==> config.mk <==
export PLATFORM = sky130hd
export DESIGN_NAME = g_reg_sb_file_flat
export DESIGN_NICKNAME = d
export VERILOG_FILES = /design/src/rtl/g_reg_sb_file_if.sv /design/src/rtl/g_reg_sb_file.sv /design/src/flat_wrapper.sv
export SDC_FILE = /design/constraint.sdc
export NUM_CORES = 1
export LEC_CHECK = 0
export BUFFER_PORTS_ARGS = -buffer_cell sky130_fd_sc_hd__buf_2
export CAP_MARGIN = 10
export CORE_ASPECT_RATIO = 0.9
export CORE_MARGIN = 4
export CORE_UTILIZATION = 57
export CTS_CLUSTER_SIZE = 12
export DETAILED_ROUTE_END_ITERATION = 8
export MAX_ROUTING_LAYER = met4
export PLACE_DENSITY = 0.81
export SKIP_LAST_GASP = 1
export SLEW_MARGIN = 20
export SYNTH_ARGS = -nofsm -noshare
export SYNTH_HDL_FRONTEND = slang
export SYNTH_SLANG_ARGS = --single-unit
export TNS_END_PERCENT = 100
==> constraint.sdc <==
create_clock -name clk -period 3.7 [get_ports clk]
set_input_delay 0.37 -clock clk [delete_from_list [all_inputs] [get_ports clk]]
set_output_delay 0.37 -clock clk [all_outputs]
set_load 0.02 [all_outputs]
==> src/rtl/g_reg_sb_file_if.sv <==
// Decode/writeback bus of the tagged register file: operand reads, reservation
// request/grant and the writeback return path.
interface g_reg_sb_file_if #(
  parameter int W_OPR = 32,
  parameter int W_RD  = 4,
  parameter int W_TAG = 3
);
  logic [W_RD-1:0]  r0_i;
  logic [W_RD-1:0]  r1_i;
  logic             r0_use_i;
  logic             r1_use_i;
  logic [W_RD-1:0]  rd_i;
  logic             w_reserve_i;
  logic [W_OPR-1:0] r_opr0_o;
  logic [W_OPR-1:0] r_opr1_o;
  logic             reserved_o;
  logic [W_TAG-1:0] rsv_tag_o;
  logic             rsv_ack_o;
  logic             wb_i;
  logic [W_RD-1:0]  wb_r_i;
  logic [W_TAG-1:0] wb_tag_i;
  logic [W_OPR-1:0] result_i;

  modport master (
    output r0_i, r1_i, r0_use_i, r1_use_i, rd_i, w_reserve_i,
    output wb_i, wb_r_i, wb_tag_i, result_i,
    input  r_opr0_o, r_opr1_o, reserved_o, rsv_tag_o, rsv_ack_o
  );

  modport slave (
    input  r0_i, r1_i, r0_use_i, r1_use_i, rd_i, w_reserve_i,
    input  wb_i, wb_r_i, wb_tag_i, result_i,
    output r_opr0_o, r_opr1_o, reserved_o, rsv_tag_o, rsv_ack_o
  );
endinterface

==> src/rtl/g_reg_sb_file.sv <==
// General register file with a tagged scoreboard: per-register reservation tags
// make stale writebacks harmless, and a matching writeback bypasses to the reads.
module g_reg_sb_file #(
  parameter int W_OPR    = 32,
  parameter int N_REG    = 16,
  parameter int W_RD     = 4,
  parameter int W_TAG    = 3,
  parameter int ZERO_REG = 0
) (
  input  logic            clk,
  input  logic            reset,
  g_reg_sb_file_if.slave  bus
);

  logic [W_OPR-1:0] data [N_REG];
  logic [W_TAG-1:0] tag  [N_REG];
  logic [N_REG-1:0] busy;
  logic [W_TAG-1:0] tcnt;

  logic [N_REG-1:0] hit;
  logic [W_OPR-1:0] opr0;
  logic [W_OPR-1:0] opr1;
  logic             pend0;
  logic             pend1;
  logic             reserved;
  logic             ack;
  logic             rsv_en;
  logic             wb_en;
  logic             zero0;
  logic             zero1;
  logic             zero_rd;

  // A writeback only counts when it carries the tag of the live reservation.
  always_comb begin
    hit = '0;
    for (int i = 0; i < N_REG; i++) begin
      hit[i] = bus.wb_i && (bus.wb_r_i == W_RD'(i)) && busy[i] &&
               (bus.wb_tag_i == tag[i]) && !((ZERO_REG != 0) && (i == 0));
    end
  end

  assign zero0   = (ZERO_REG != 0) && (bus.r0_i == '0);
  assign zero1   = (ZERO_REG != 0) && (bus.r1_i == '0);
  assign zero_rd = (ZERO_REG != 0) && (bus.rd_i == '0);

  always_comb begin
    opr0 = data[bus.r0_i];
    if (hit[bus.r0_i]) opr0 = bus.result_i;
    if (zero0)         opr0 = '0;
    opr1 = data[bus.r1_i];
    if (hit[bus.r1_i]) opr1 = bus.result_i;
    if (zero1)         opr1 = '0;
  end

  assign pend0    = bus.r0_use_i && busy[bus.r0_i] && !hit[bus.r0_i];
  assign pend1    = bus.r1_use_i && busy[bus.r1_i] && !hit[bus.r1_i];
  assign reserved = pend0 || pend1;
  assign ack      = bus.w_reserve_i && !reserved;
  assign rsv_en   = ack && !zero_rd;
  assign wb_en    = hit[bus.wb_r_i];

  assign bus.r_opr0_o   = opr0;
  assign bus.r_opr1_o   = opr1;
  assign bus.reserved_o = reserved;
  assign bus.rsv_ack_o  = ack;
  assign bus.rsv_tag_o  = tcnt;

  // Reservation is written after writeback so it owns busy/tag on a collision.
  always_ff @(posedge clk or negedge reset) begin
    if (!reset) begin
      for (int i = 0; i < N_REG; i++) begin
        data[i] <= '0;
        tag[i]  <= '0;
      end
      busy <= '0;
      tcnt <= '0;
    end else begin
      if (wb_en) begin
        data[bus.wb_r_i] <= bus.result_i;
        busy[bus.wb_r_i] <= 1'b0;
      end
      if (rsv_en) begin
        busy[bus.rd_i] <= 1'b1;
        tag[bus.rd_i]  <= tcnt;
        tcnt           <= tcnt + W_TAG'(1);
      end
    end
  end

endmodule

==> src/flat_wrapper.sv <==
// flat-port wrapper written by rule: the top's interface ports become plain ports
module g_reg_sb_file_flat 
#(
  parameter int W_OPR    = 32,
  parameter int N_REG    = 16,
  parameter int W_RD     = 4,
  parameter int W_TAG    = 3,
  parameter int ZERO_REG = 0
)
  (clk, reset, bus_r0_i, bus_r1_i, bus_r0_use_i, bus_r1_use_i, bus_rd_i, bus_w_reserve_i, bus_wb_i, bus_wb_r_i, bus_wb_tag_i, bus_result_i, bus_r_opr0_o, bus_r_opr1_o, bus_reserved_o, bus_rsv_tag_o, bus_rsv_ack_o);
  g_reg_sb_file_if #(.W_OPR(W_OPR), .W_RD(W_RD), .W_TAG(W_TAG)) bus_i ();
  input  logic clk;
  input  logic reset;
  input wire logic [$bits(bus_i.r0_i)-1:0] bus_r0_i;
  input wire logic [$bits(bus_i.r1_i)-1:0] bus_r1_i;
  input wire logic [$bits(bus_i.r0_use_i)-1:0] bus_r0_use_i;
  input wire logic [$bits(bus_i.r1_use_i)-1:0] bus_r1_use_i;
  input wire logic [$bits(bus_i.rd_i)-1:0] bus_rd_i;
  input wire logic [$bits(bus_i.w_reserve_i)-1:0] bus_w_reserve_i;
  input wire logic [$bits(bus_i.wb_i)-1:0] bus_wb_i;
  input wire logic [$bits(bus_i.wb_r_i)-1:0] bus_wb_r_i;
  input wire logic [$bits(bus_i.wb_tag_i)-1:0] bus_wb_tag_i;
  input wire logic [$bits(bus_i.result_i)-1:0] bus_result_i;
  output wire logic [$bits(bus_i.r_opr0_o)-1:0] bus_r_opr0_o;
  output wire logic [$bits(bus_i.r_opr1_o)-1:0] bus_r_opr1_o;
  output wire logic [$bits(bus_i.reserved_o)-1:0] bus_reserved_o;
  output wire logic [$bits(bus_i.rsv_tag_o)-1:0] bus_rsv_tag_o;
  output wire logic [$bits(bus_i.rsv_ack_o)-1:0] bus_rsv_ack_o;
  assign bus_i.r0_i = bus_r0_i;
  assign bus_i.r1_i = bus_r1_i;
  assign bus_i.r0_use_i = bus_r0_use_i;
  assign bus_i.r1_use_i = bus_r1_use_i;
  assign bus_i.rd_i = bus_rd_i;
  assign bus_i.w_reserve_i = bus_w_reserve_i;
  assign bus_i.wb_i = bus_wb_i;
  assign bus_i.wb_r_i = bus_wb_r_i;
  assign bus_i.wb_tag_i = bus_wb_tag_i;
  assign bus_i.result_i = bus_result_i;
  assign bus_r_opr0_o = bus_i.r_opr0_o;
  assign bus_r_opr1_o = bus_i.r_opr1_o;
  assign bus_reserved_o = bus_i.reserved_o;
  assign bus_rsv_tag_o = bus_i.rsv_tag_o;
  assign bus_rsv_ack_o = bus_i.rsv_ack_o;
  g_reg_sb_file #(.W_OPR(W_OPR), .N_REG(N_REG), .W_RD(W_RD), .W_TAG(W_TAG), .ZERO_REG(ZERO_REG)) u_core (.clk(clk), .reset(reset), .bus(bus_i));
endmodule
[Word level (Yosys, flattened, before mapping)]
Cells that the tools add are included.
Storage, ports and cells
  flip-flop bits (word level): 579
  output and inout port bits: 69
  logic and storage cells: 177
Cells by class
  $lt $le $gt $ge: 12
  equality and inequality tests: 31
  mux-type cells: 30
  $add $sub $neg: 1
  bitwise operators: 7
  reductions and logical operators: 62
Operator list (count)
  $bwmux W512: 1
  $bmux W32 S4: 2
  $mux W32: 7
  $demux W32 S4: 1
  $logic_and A1 B1 Y1: 57
  $bwmux W48: 1
  $eq A3 B3 Y1: 16
  $eq A4 B4 Y1 const B: 8
  $mux W16: 2
  $bmux W1 S4: 5
  $ge A5 B5 Y1 const B: 4
  $lt A4 B5 Y1 const B: 4
  $not A4 Y5: 4
  $and A16 B16 Y16: 1
  $eq A4 B3 Y1 const B: 4
  $not A16 Y16: 1
  $or A16 B16 Y16: 1
  $demux W3 S4: 1
  $lt A5 B1 Y1 const B: 2
  $demux W1 S4: 2
  $eq A4 B2 Y1 const B: 2
  $ge A4 B1 Y1 const B: 2
  $mux W1: 7
  $eq A4 B1 Y1 const B: 1
  other kinds (5): 7

[Depth between registers and ports, before layout]
Gate-level depths: netlist of run 1.
  depth after elaboration: 12
  depth in mapped cells: 12
  gate-level depth less buffers: 8

[Worst setup path after synthesis of run 1]
No wires, ideal clock.
  path type: in2out
  start point: in bus_r0_i[0]
  end point: out bus_r_opr0_o[10]
  data required time: 3330 ps
  stages: 7
  path slack: 63 ps
  path buffers: 4
  arrival time: 3267 ps
  path through: buf_2 -> buf_1 -> clkbuf_1 -> buf_1 -> mux4_2 -> mux4_2 -> mux2_2
Between the ends
  longest elaborated chain between the ends: 5
RTL lines
  from (decl): line flat_wrapper.sv:14  | input wire logic [$bits(bus_i.r0_i)-1:0] bus_r0_i;
  $not A4 Y5 (not written as such): line g_reg_sb_file.sv:47  | opr0 = data[bus.r0_i];
  $bmux W32 S4: line g_reg_sb_file.sv:47
  $mux W32 (not written as such) (2 in series): line g_reg_sb_file.sv:47
  $mux W32 *: line g_reg_sb_file.sv:48  | if (hit[bus.r0_i]) opr0 = bus.result_i;
  to (decl): line flat_wrapper.sv:24  | output wire logic [$bits(bus_i.r_opr0_o)-1:0] bus_r_opr0_o;
Mark *: on every way between the ends. The rest lies on a longest branch, timed or not. The select of a mux whose other input is x is not followed.

[Worst setup path after layout of run 1]
  start point: reg u_core.tag[43] in the netlist's numbering
  end point: out bus_r_opr0_o[17]
Between the ends
  longest elaborated chain between the ends: 5
RTL lines
  from (decl): line g_reg_sb_file.sv:16  | logic [W_TAG-1:0] tag [N_REG];
  from (signal, indexed assignment): line g_reg_sb_file.sv:84  | tag[bus.rd_i] <= tcnt;
  $eq A3 B3 Y1: line g_reg_sb_file.sv:38  | (bus.wb_tag_i == tag[i]) && !((ZERO_REG != 0) && (i == 0));
  $logic_and A1 B1 Y1: line g_reg_sb_file.sv:37  | hit[i] = bus.wb_i && (bus.wb_r_i == W_RD'(i)) && busy[i] &&
  $bmux W1 S4: line g_reg_sb_file.sv:48
  $mux W1 (not written as such): line g_reg_sb_file.sv:48
  $mux W32: line g_reg_sb_file.sv:48
Every way passes these cells. The select of a mux whose other input is x is not followed.

==> results of run 1 <==
[flip-flops by register name, summed over array words and instances (netlist names)]
name and cells:
u_core.busy 16, u_core.bus.rsv_tag_o 3, u_core.data 512, u_core.tag 48
[power by group through the flow]
stage | registers (mW) | clock network [mW] | logic, mW
2_1_floorplan | 8.14 | 0 | 2.88
3_3_place_gp | 8.36 | 0 | 3.70
3_5_place_dp | 8.51 | 0 | 3.83
4_1_cts | 8.41 | 6.34 | 3.99
5_1_grt | 8.57 | 6.59 | 4.35
6_report | 8.46 | 6.27 | 4.06
[logic make-up (layout without fill, tap and decap cells)]
logic type	count (synthesis)	in the layout	synth area share [%]
buffers and inverters	200	343	2.44
adders and majority gates	1	1	0.0396
DFF	579	579	45.8
xor gates and xnor gates	50	50	1.38
AOI/OAI and AO/OA	40	40	0.934
muxes	901	901	43.8
and+or+nand+nor	343	343	5.60
[layout make-up]
type | instances | area share (%)
Clock buffer | 92 | 5.06
Clock inverter | 10 | 0.522
Inverter | 7 | 0.0725
Multi-Input combinational cell | 1335 | 46.0
Sequential cell | 579 | 40.0
Tap cell | 705 | 2.44
Timing Repair Buffer | 234 | 5.90
[per-layer routing]
layer  wire [um]  GRT usage [%]
met1       34800           40.7
met2       43500           49.0
met3        6610           4.75
met4        2720           10.1
met5           0              -
[layout by cell type, fill, tap and decap left out, types with 5 or more instances in the layout]
master	count
buf_2	89
inv_1	5
mux2_4	29
o21ai_0	6
buf_6	33
nand4_1	16
clkbuf_1	13
nor2b_1	8
buf_12	30
nand2b_1	7
nand2_1	206
nor4_4	9
clkbuf_8	17
and3b_1	5
nor2_1	14
dfrtp_1	579
mux2_2	532
bufinv_16	5
mux2i_1	7
clkbuf_16	63
a21o_1	11
xnor2_1	28
nor4_2	13
nor2_4	6
xor2_1	21
mux4_2	329
nand3_1	19
buf_4	74
[worst min-delay path: cells and delay by family]
kind	cells	cell delay, ns
simple gates	2	0.14
buf+inv	1	0.19
[how the worst max path moves through the flow]
stage	startpoint	endpoint	slack, ns
floorplan	bus_r0_i[0]	bus_r_opr0_o[10]	0.06
global placement	bus_wb_r_i[3]	bus_r_opr1_o[18]	0.13
detailed placement	bus_wb_r_i[3]	bus_r_opr1_o[7]	0.07
CTS	u_core.tag[43]$_DFFE_PN0P_	bus_r_opr0_o[17]	-0.13
global route	u_core.tag[43]$_DFFE_PN0P_	bus_r_opr0_o[15]	-0.23
finish	u_core.tag[43]$_DFFE_PN0P_	bus_r_opr0_o[17]	-0.16
[what timing repair did]
action                     CTS  global route
setup buffers               12            11
hold endpoints to repair    93             0
resized for setup           74            42
pin swaps                    6             5
setup endpoints to repair   66            66
hold buffers                 1             0
cloned                       2             1
==> results.tsv, run 1 <==
stage	metric	value	unit
worst_setup_path	critPathMostFrequentCell	mux2_2	
floorplanning	die_h	231	um
floorplanning	pin_count	126	
synthesis	synthTopCellsByCount	dfrtp_1, mux2_2, mux4_2	
status	status	complete, but fails checks	
power	pwr-share-comb	21.6	%
placed_design	place_inst	2833	
worst_setup_path	crit_required	3.33	ns
floorplanning	die-width	256	um
finish	areaGrowthSynthToFinish	14.5	%
worst_setup_path	r2r.worst_path.cells	12	
synthesis	yosysTopAreaCellShare	45.8	%
route	wire_per_inst	29.6	um
power	ir_drop	0.000453	V
global_route	grt_pass1_wl	134000	um
finish	n_antenna_cell	0	
floorplanning	core-area	54600	sq um
route	wl	87600	um
clock_network	cts_buffer_depth	3	
finish	drive_gt1_share	56.0	%
hold_path	hp-start	bus_result_i[18]	
power	switchingPower	5.28	mW
worst_setup_path	r2r_start	u_core.tag[32]$_DFFE_PN0P_	
synthesis	synth.largest_area_cell	dfrtp_1	
power	sw_frac_of_total	28.1	%
route	dr.first_iter.drc_count	1938	
route	ant_nets	0	
worst_setup_path	worstReg2RegEnd	u_core.tag[33]$_DFFE_PN0P_	
sta	final.min_clock_period	3.86	ns
global_route	grt_max_degree	106	
synthesis	ys_types	55	
synthesis	synth_edf_count	0	
finish	layout.nets	2275	
synthesis	async_flop_share	100	%
sta	fin_worst_skew	0.0155	ns
finish	finalNonFillerCells	2962	
placed_design	gp_congestion	0.925	
synthesis	synthCells	2114	
finish	n_fill_cell	3579	
worst_setup_path	cp_cell_sequence	xnor2_2 -> nand4_1 -> or2_4 -> buf_4 -> mux2_2 -> mux4_2 -> nor2_4 -> a21oi_4 -> buf_12 -> mux2_2 -> buf_2	
sta	finalSetupTns	-6.41	ns
floorplanning	start_util	57.9	%
synthesis	synthTopCellsByArea	dfrtp_1, mux4_2, mux2_2, nand2_1, clkbuf_1	
route	viasPerCell	6.92	
global_route	grt_pass1_vias	21800	
route	dr.pass1.iters	5	
finish	multi_input_area	16700	sq um
sta	grt_setup_unrepaired	true	
finish	ff_latch_area	14500	sq um
hold_path	hold_end	u_core.data[242]$_DFFE_PN0P_	
power	finalPower	18.8	mW
worst_setup_path	cp_num_cells	11	
route	via_count	20500	
flow_run	cap_violations	0	
sta	period_share	104	%
sta	tightest_slew	1.25	ns
power	p_clk_share	33.4	%
status	violations	setup timing	
worst_setup_path	path_max_fanout	18	
synthesis	syn-num-nets	2172	
worst_setup_path	slowest_stage	mux4_2	
placed_design	place_ws	0.0725	ns
floorplanning	die_area	59300	sq um
sta	hold_viol_final	0	
clock_network	h-tree-depth	2	
worst_setup_path	critPathBufInv	3	
hold_path	hold_path_class	primary input to register	
synthesis	syn-cell-area	31600	sq um
worst_setup_path	critPathLaunchType	register	
global_route	track_usage	30.5	%
synthesis	ys_warn_count	0	
clock_network	cts_sinks	579	
clock_network	clk_latency	0.63	ns
sta	max_freq	0.259	GHz
worst_setup_path	cpPeakStageDelay	0.50	ns
finish	final_area	36200	sq um
power	p_int	13.5	mW
synthesis	yosysMostFrequentCell	dfrtp_1	
clock_network	path_clk_slew	0.06	ns
worst_setup_path	worstSetupPathType	register to output pin	
route	drc_errors	0	
power	power.density	519	nW/um^2
clock_network	cts-root-buf	clkbuf_16	
worst_setup_path	crit_family	multiplexers	
sta	setup_viol	66	
sta	max_slew_margin	16.8	%
power	power_frac_seq	45.0	%
global_route	antenna_found_initial	0	
placed_design	place_hpwl	49700	um
hold_path	hold_depth	3	
power	p_leak	16.6	nW
synthesis	synth-seq-cells	579	
global_route	overflow	0	
sta	hold_ws	0.104	ns
sta	worst_slack	-0.164	ns
worst_setup_path	arrival	3.49	ns
finish	postLayoutCoreUtil	66.3	%
synthesis	avgSynthCellArea	15.0	sq um
clock_network	cts_buffers	60	
floorplanning	rows	81	
placed_design	io_buffers	125	
sta	slew_violations	0	
synthesis	synth_ff_type	dfrtp_1	
synthesis	yosysSeqAreaShare	45.8	%
clock_network	cts_tree	done	
worst_setup_path	regToRegSetupSlack	0.52	ns
placed_design	post_dp_cell_area	33500	sq um
worst_setup_path	endpoint_kind	output pin	
No activity file was read; power rests on OpenSTA's default activity.
==> run 2: changes to the inputs <==
--- a/config.mk
+++ b/config.mk
@@ -7,9 +7,11 @@
 export LEC_CHECK = 0
 export BUFFER_PORTS_ARGS = -buffer_cell sky130_fd_sc_hd__buf_2
 export CAP_MARGIN = 10
+export CELL_PAD_IN_SITES_DETAIL_PLACEMENT = 0
+export CELL_PAD_IN_SITES_GLOBAL_PLACEMENT = 2
 export CORE_ASPECT_RATIO = 0.9
-export CORE_MARGIN = 4
-export CORE_UTILIZATION = 57
+export CORE_MARGIN = 5
+export CORE_UTILIZATION = 42
 export CTS_CLUSTER_SIZE = 12
 export DETAILED_ROUTE_END_ITERATION = 8
 export MAX_ROUTING_LAYER = met4
==> results.tsv, run 2 (synthesis gave the netlist of run 1 again) <==
stage	metric	value	unit	change
status	status	complete, but fails checks		
status	violations	setup timing		
finish	areaGrowthSynthToFinish	17.3	%	
worst_setup_path	cpPeakStageDelay	0.49	ns	about the same
sta	max_slew_margin	28.2	%	+11 points
worst_setup_path	slowest_stage	mux4_2		
sta	fin_worst_skew	0.0128	ns	-0.00272 ns
finish	ff_latch_area	14500	sq um	about the same
finish	layout.nets	2293		+0.79%
worst_setup_path	regToRegSetupSlack	0.65	ns	+0.13 ns
placed_design	place_ws	0.0451	ns	-0.0274 ns
clock_network	cts_buffers	67		+12%
sta	slew_violations	0		unchanged
worst_setup_path	critPathLaunchType	register		
route	drc_errors	0		unchanged
finish	drive_gt1_share	56.4	%	+0.32 points
finish	final_cell_mix	dfrtp_1, mux2_2, mux4_2		
finish	n_antenna_cell	0		unchanged
clock_network	cts_buffer_depth	3		unchanged
route	via_count	20100		-1.7%
hold_path	hold_path_class	primary input to register		
worst_setup_path	worstSetupPathType	register to output pin		
floorplanning	pin_count	126		unchanged
finish	multi_input_area	16700	sq um	+0.22%
worst_setup_path	path_max_fanout	7		-11
worst_setup_path	critPathBufInv	3		unchanged
global_route	overflow	0		unchanged
worst_setup_path	crit_start	u_core.busy[0]$_DFF_PN0_		
finish	largest_register_ffs	512		unchanged
global_route	grt_pass1_vias	21600		-1.0%
clock_network	path_clk_slew	0.06	ns	about the same
placed_design	gp_congestion	0.846		-8.6%
route	dr.pass1.iters	5		unchanged
global_route	grt_pass1_wl	142000	um	+5.6%
worst_setup_path	arrival	3.37	ns	-0.12 ns
sta	setup_viol	28		-58%
sta	tightest_slew	1.08	ns	-0.171 ns
flow_run	cap_violations	0		unchanged
placed_design	io_buffers	125		unchanged
floorplanning	core-area	74600	sq um	+37%
route	wire_per_inst	28.9	um	-2.4%
finish	n_fill_cell	6285		+76%
hold_path	hold_depth	3		unchanged
sta	final.min_clock_period	3.74	ns	-0.125 ns
worst_setup_path	crit_family	multiplexers		
sta	grt_setup_unrepaired	true		
power	switchingPower	5.39	mW	+2.0%
floorplanning	die_h	270	um	+17%
finish	largest-register	u_core.data		
placed_design	place_hpwl	52900	um	+6.3%
sta	worst_slack	-0.0384	ns	+0.125 ns
power	ir_drop	0.000289	V	-36%
floorplanning	die-width	299	um	+17%
worst_setup_path	endpoint_kind	output pin		
worst_setup_path	worstReg2RegEnd	u_core.tag[41]$_DFFE_PN0P_		
power	power.density	516	nW/um^2	-0.53%
worst_setup_path	cp_cell_sequence	nor3b_4 -> nand4_1 -> or2_4 -> mux2_4 -> mux4_2 -> nor2_4 -> a21oi_4 -> buf_12 -> clkbuf_16 -> mux2_2 -> buf_6		
sta	period_share	101	%	-3.4 points
floorplanning	die_area	80900	sq um	+36%
power	sw_frac_of_total	28.2	%	+0.054 points
worst_setup_path	crit_required	3.33	ns	about the same
hold_path	hp-start	bus_result_i[2]		
clock_network	clk_latency	0.60	ns	-0.03 ns
finish	final_common_cell	dfrtp_1		
route	viasPerCell	6.19		-11%
sta	max_freq	0.267	GHz	+3.3%
global_route	track_usage	23.9	%	-6.6 points
clock_network	cts_sinks	579		unchanged
power	p_clk_share	33.9	%	+0.5 points
finish	reg.largest.list	u_core.data x512, u_core.tag x48, u_core.busy x16		
route	ant_nets	0		unchanged
clock_network	cts-root-buf	clkbuf_16		
route	wl	94000	um	+7.2%
worst_setup_path	r2r_start	u_core.tag[40]$_DFFE_PN0P_		
power	power_frac_seq	44.2	%	-0.8 points
power	pwr-share-comb	21.9	%	+0.3 points
clock_network	cts_tree	done		
worst_setup_path	r2r.worst_path.cells	11		-1
global_route	grt_max_degree	117		+10%
floorplanning	rows	95		+17%
clock_network	h-tree-depth	3		+1
route	dr.first_iter.drc_count	1692		-13%
hold_path	hold_end	u_core.data[258]$_DFFE_PN0P_		
power	p_leak	16.8	nW	+1.2%
power	finalPower	19.1	mW	+1.9%
floorplanning	start_util	42.4	%	-16 points
power	p_int	13.7	mW	+1.8%
global_route	antenna_found_initial	2		+2
sta	hold_viol_final	0		unchanged
[run 2: cell types whose count changed in the layout (fill, tap and decap cells not counted), sizes merged]
| cell | delta |
|---|---|
| bufinv | -4 |
| clkinv | +8 |
| buf | +10 |
| clkinvlp | -1 |
| clkbuf | +15 |
[run 2: timing repair]
item,CTS,global route
cloned,5,2
endpoints found under the hold margin,101,0
resized for setup,55,144
setup endpoints to repair,66,66
hold buffers,1,0
buffers inserted,9,11
pin swaps,8,11
[run 2: layout make-up]
cell class	instances	share of cell area (%)
well taps	970	3.27
inverters	7	0.0742
flip-flops and latches	579	39.1
repair buffers	245	6.77
multi-input cells	1335	45.0
clock buffers	106	5.52
clock inverters	13	0.263
[run 2: worst reg2reg max path, cell delays in order (launching register included)]
cell and delay, ns:
dfrtp_1 0.39, xnor2_1 0.17, nand2_1 0.19, nor4_4 0.34, mux2i_1 0.13, a31oi_2 0.32, buf_4 0.18, o2111ai_4 0.13
buf_12 0.20, nor4_2 0.35, buf_4 0.20, mux2_2 0.34
[run 2: per-stage QoR]
step	std cells	hold WS, ns	setup TNS (ns)	utilization [%]	area (sq um)
2_1_floorplan	2114	0.0744	0	-	31600
3_5_place_dp	3109	0.476	0	45.4	33900
4_1_cts	3242	0.114	-1.29	48.8	36400
3_3_place_gp	3109	0.463	0	45.4	33900
5_1_grt	3255	0.139	-6.34	49.7	37100
6_report	3255	0.147	-0.553	49.7	37100
[run 2: power groups by stage]
stage               Sequential (mW)  Combinational [mW]  Clock (mW)
global route                   8.58                4.50        6.89
CTS                            8.42                4.02        6.63
detailed placement             8.52                3.89           0
finish                         8.45                4.19        6.50
global placement               8.41                3.79           0
floorplan                      8.14                2.88           0
[run 2: worst max path at each step]
stage,cells after the start,endpoint
2_1_floorplan,7,bus_r_opr0_o[10]
3_3_place_gp,11,bus_r_opr1_o[17]
3_5_place_dp,11,bus_r_opr0_o[17]
4_1_cts,11,bus_r_opr1_o[5]
5_1_grt,11,bus_r_opr1_o[16]
6_report,11,bus_r_opr0_o[0]
[run 2: layer usage]
metal	up-vias	global-route usage, %	part of all wire [%]
li1	8320	-	-
met1	10900	31.0	41
met2	694	38.5	49
met3	183	4.73	6.4
met4	0	7.22	3.4
met5	-	-	0
